`config.mk`:
```
export PLATFORM = sky130hd
export DESIGN_NAME = sha256_digest_serializer
export DESIGN_NICKNAME = d
export VERILOG_FILES = /design/src/rtl/sha256_digest_serializer.sv
export SDC_FILE = /design/constraint.sdc
export NUM_CORES = 1
export LEC_CHECK = 0
export BUFFER_PORTS_ARGS = -buffer_cell sky130_fd_sc_hd__buf_2
export CAP_MARGIN = 20
export CORE_ASPECT_RATIO = 2
export CORE_UTILIZATION = 30
export DETAILED_ROUTE_END_ITERATION = 12
export PLACE_DENSITY_LB_ADDON = 0.2
export SLEW_MARGIN = 5
export SYNTH_ARGS = -nofsm -noshare
export SYNTH_HDL_FRONTEND = slang
export SYNTH_SLANG_ARGS = --single-unit
```
`constraint.sdc`:
```
create_clock -name clk_i -period 2.37 [get_ports clk_i]
set_input_delay 0.3555 -clock clk_i [delete_from_list [all_inputs] [get_ports clk_i]]
set_output_delay 0.3555 -clock clk_i [all_outputs]
set_load 0.05 [all_outputs]
```
`src/rtl/sha256_digest_serializer.sv`:
```
// Buffers one SHA-256 digest taken from the core over valid/yumi and streams it
// out as word_width_p-bit words over a valid/ready link, with no bubble between digests.
module sha256_digest_serializer #(
    parameter int digest_width_p = 256,
    parameter int word_width_p   = 32,
    parameter bit msb_first_p    = 1'b0
) (
    input  logic                      clk_i,
    input  logic                      reset_n_i,
    input  logic                      en_i,
    input  logic                      digest_v_i,
    input  logic [digest_width_p-1:0] digest_i,
    output logic                      digest_yumi_o,
    output logic                      v_o,
    output logic [word_width_p-1:0]   data_o,
    output logic                      last_o,
    input  logic                      ready_i
);

    localparam int words_lp       = digest_width_p / word_width_p;
    localparam int index_width_lp = (words_lp > 1) ? $clog2(words_lp) : 1;
    localparam logic [index_width_lp-1:0] last_index_lp = index_width_lp'(words_lp - 1);

    typedef enum logic {
        e_idle = 1'b0,
        e_send = 1'b1
    } state_t;

    state_t                      state_r;
    logic [index_width_lp-1:0]   index_r;
    logic [digest_width_p-1:0]   buf_r;
    logic                        v_r;
    logic [word_width_p-1:0]     data_r;
    logic                        last_r;

    logic                        at_last_s;
    logic                        yumi_s;
    logic [index_width_lp-1:0]   next_index_s;

    function automatic logic [word_width_p-1:0] word_sel(
        input logic [digest_width_p-1:0] digest,
        input int                        k
    );
        int pos;
        pos = msb_first_p ? (words_lp - 1 - k) : k;
        return digest[pos*word_width_p +: word_width_p];
    endfunction

    // Acceptance: in idle whenever enabled, otherwise only on the final handshake.
    always_comb begin
        at_last_s    = (index_r == last_index_lp);
        next_index_s = index_r + index_width_lp'(1);
        yumi_s       = 1'b0;
        if (reset_n_i && en_i && digest_v_i) begin
            case (state_r)
                e_idle:  yumi_s = 1'b1;
                e_send:  yumi_s = ready_i & at_last_s;
                default: yumi_s = 1'b0;
            endcase
        end else begin
            yumi_s = 1'b0;
        end
    end

    // Capture/stream state machine; data_o is re-registered from the buffer on each advance.
    always_ff @(posedge clk_i or negedge reset_n_i) begin
        if (!reset_n_i) begin
            state_r <= e_idle;
            index_r <= '0;
            buf_r   <= '0;
            v_r     <= 1'b0;
            data_r  <= '0;
            last_r  <= 1'b0;
        end else if (yumi_s) begin
            state_r <= e_send;
            index_r <= '0;
            buf_r   <= digest_i;
            v_r     <= 1'b1;
            data_r  <= word_sel(digest_i, 0);
            last_r  <= (words_lp == 1);
        end else if ((state_r == e_send) && ready_i) begin
            if (at_last_s) begin
                state_r <= e_idle;
                v_r     <= 1'b0;
                last_r  <= 1'b0;
            end else begin
                index_r <= next_index_s;
                data_r  <= word_sel(buf_r, int'(next_index_s));
                last_r  <= (next_index_s == last_index_lp);
            end
        end
    end

    assign digest_yumi_o = yumi_s;
    assign v_o           = v_r;
    assign data_o        = data_r;
    assign last_o        = last_r;

endmodule

```
==> summary.md <==
| Metric | Value |
|---|---|
| Worst-Skew Late Latency | `0.56 ns` |
| Port Buffers | `295` |
| DRC | `0` |
| CP cell instances | `ha_2 -> ha_4 -> a21bo_2 -> nand2b_4 -> inv_16 -> buf_8` |
| Root Buffer | `clkbuf_16` |
| Worst EP required | `2.01 ns` |
| Final Critical Period | `2.33 ns` |
| Synth Register Bits | `293` |
| Period utilization | `just under 100%` |
| Cell area after layout | `18100 µm²` |
| Pin count of the biggest net entering global routing | `145` |
| Placed cell area | `15200 µm²` |
| Antenna diodes | `0` |
| Num CTS Buffers | `29` |
| Seq/Total Area, Yosys | `around 56%` |
| Setup CP Type | `reg -> out` |
| Hold Path Class | `in -> reg` |
| Stages on the worst setup path | `6` |
| Endpoints failing hold | `0` |
| Via count | `10800` |
| Final setup TNS | `0 ns` |
| Die footprint | `approximately 44000 µm²` |
| Setup-failing EPs final | `0` |
| Syn. warnings | `0` |
| RSZ-0062 raised after global routing | `true` |
| Vias in the first global route | `11500` |
| Maximum buffer depth of the clock tree | `3` |
| P&R area growth vs syn | `39.4%` |
| DR vias/cell | `4.58` |
| Antenna-violating nets left | `0` |
| Simple-gate area share of the yosys netlist | `24.5%` |
| Yosys top cell by area | `dfrtp_1` |
| Fmax | `429 MHz` |
| Busiest grt layer | `met2` |
| Cell Pwr Density | `1390 nW/µm²` |
| DR iter-0 viols | `450` |
| Final WL | `39800 µm` |
| # nets final | `2063` |
| Peak supply drop | `0.551 mV` |
| Proportion of synthesized area in mux cells | `14.1%` |
| Worst Path Buf+Inv | `2` |
| Syn avg cell area | `9.55 µm²` |
| Wire length per cell | `about 17 µm` |
| Slowest cell on crit path | `dfrtp_1` |
| FP Rows | `107` |
| Layout fillers | `4224` |
| GRT Overall Usage | `17.9%` |
| Synth area leaders | `dfrtp_1 (56%), nand2_1 (23%), mux4_2 (11%)` |
| Router iterations before antenna repair | `5` |
| Ports | `296` |
| Slowest stage delay, CP | `0.40 ns` |
| Commonest cells after routing, fill and taps aside | `nand2_1 (801), dfrtp_1 (293), buf_2 (293)` |
| Post-synth top area share | `56.4%` |
| H-tree Lvls | `1` |
| Yosys cell types | `22` |
| Max-capacitance violation count | `0` |
| Met2 usage in global routing | `33.2%` |
| Post-Syn Nets | `1624` |
| Dpl ws | `approximately 0.016 ns` |
| Max-slew violation count | `0` |
| Initial core utilization | `30.4%` |
| GPL Wtd Cong | `~0.77` |
| Initial antenna violation count | `1` |
| WHS Path Cells | `3` |
| Core outline area | `42700 µm²` |
| Post-Route Skew | `roughly 0.024 ns` |
| Slew margin rel. | `~35%` |
| Pleak | `9.30 nW` |
| XOR/XNOR Fraction of Synth Area | `0%` |
| First-pass GRT wire length | `61200 µm` |
| Worst EP arrival | `1.98 ns` |
| Clock sink count | `293` |
| Mapped Cells | `around 1400` |
| Startpoint Class | `register` |
| Vert. Die Dim | `between 200 and 300 µm` |
| Critical-path maximum fanout | `32` |
| Worst Slack Setup Final | `0.0386 ns` |
| GRT met3 Usage | `2.25%` |
| Area of the mapped netlist | `about 13000 µm²` |
| Synth Area in Compound Gates | `1.76%` |
| Slew of the pin with the lowest slew margin | `0.970 ns` |
| Commonest non-fill, non-tap cell in the layout | `nand2_1` |
| Die width | `~150 µm` |
| R2R depth | `7` |
| Grt total ovfl | `0` |
| CTS clock-pin slew for the worst setup and hold paths | `0.07 ns` |
| Status | `complete, no violations` |
| CTS tree | `built` |
| DP HPWL | `26400 µm` |
| Proportion of layout cells with a drive suffix above 1 | `26.5%` |
| Largest family of logic cells by synthesized area | `simple AND/OR/NAND/NOR gates` |
| Area share of fa/ha/maj cells after synthesis | `0.289%` |
| M1 GR Usage | `20.7%` |
| Critical Path End Type | `output port` |
| Critical path's top delay family | `flip-flops` |
==> Yosys cell counts <==
library cell  count
buf_6             5
mux2_2           33
nand4b_1          1
nand2b_1          2
ha_1              3
nor2b_1           2
buf_2            14
mux4_2           64
dfrtp_1         293
mux2i_1           2
nor2_1           33
inv_1             1
inv_2             2
a31oi_1          32
o21ai_0           1
buf_1             6
clkbuf_1         59
a21bo_2           1
a21oi_1           1
a31o_1            1
nand3_1           1
nand2_1         803
==> sequential cells by signal (all words and copies together) (netlist names) <==
signal and flops:
buf_r 256, data_o 32, index_r 3, last_o 1, v_o 1
==> layer usage <==
| metal | vias up | share of wire [%] |
|---|---|---|
| met5 | - | 0.028 |
| met4 | 2 | 3.2 |
| met3 | 69 | 4.3 |
| met2 | 294 | 53 |
| met1 | 5231 | 39 |
| li1 | 5231 | - |
==> timing repair <==
action	CTS	global route
endpoints found under the hold margin	195	0
endpoints found under the setup margin	6	17
hold buffers	165	0
resized for setup	5	11
buffers inserted	2	0
pin swaps	0	4
cloned	1	3
==> worst min-delay path, stage by stage <==
cell	delay [ns]
buf_2	0.08
nand2_1	0.04
nand2_1	0.06
==> per-stage QoR <==
stage                     hold slack (ns)  std cells  power, W  util, %
after floorplan                    0.0599       1360    0.0166        -
after global placement              0.452       2142    0.0194     35.7
after detailed placement            0.459       2142    0.0198     35.7
after CTS                        0.000317       2362    0.0252     42.1
after global routing              0.00546       2365    0.0270     42.4
final                              0.0162       2365    0.0252     42.4
==> path summary, 6_finish.rpt <==
path                                         from                endpoint  slack [ns]
setup / recovery           index_r[0]$_DFFE_PN0P_           digest_yumi_o        0.04
hold / removal                      digest_i[196]  buf_r[196]$_DFFE_PN0P_        0.02
setup reg to reg           index_r[0]$_DFFE_PN0P_  data_o[26]$_DFFE_PN0P_        0.06
hold reg to reg             buf_r[60]$_DFFE_PN0P_   buf_r[60]$_DFFE_PN0P_        0.47
max in group asynchronous               reset_n_i   buf_r[59]$_DFFE_PN0P_        0.97
min in group asynchronous               reset_n_i   buf_r[43]$_DFFE_PN0P_        0.58
==> area by class of cell <==
type	count	area (µm²)	share of cell area, %
Timing Repair inverter	1	8.76	0.0484
Inverter	3	27.5	0.152
Tap cell	545	682	3.77
Sequential cell	293	7330	40.5
Clock inverter	13	224	1.24
Timing Repair Buffer	491	3660	20.2
Clock buffer	39	833	4.60
Multi-Input combinational cell	980	5340	29.5
==> where the power goes <==
group          leakage, nW  total (W)  internal [W]  switching (W)
logic                 5.14     0.0114       0.00571        0.00565
clock network        0.517    0.00514       0.00311        0.00203
registers             3.65    0.00867       0.00734        0.00133
==> kinds of logic after synthesis <==
group,Yosys count
and+or+nand+nor,842
DFF,293
muxes,99
buffers and inverters,87
AOI/OAI and AO/OA,36
adders and majority gates,3
No activity file was read; power rests on OpenSTA's default activity.
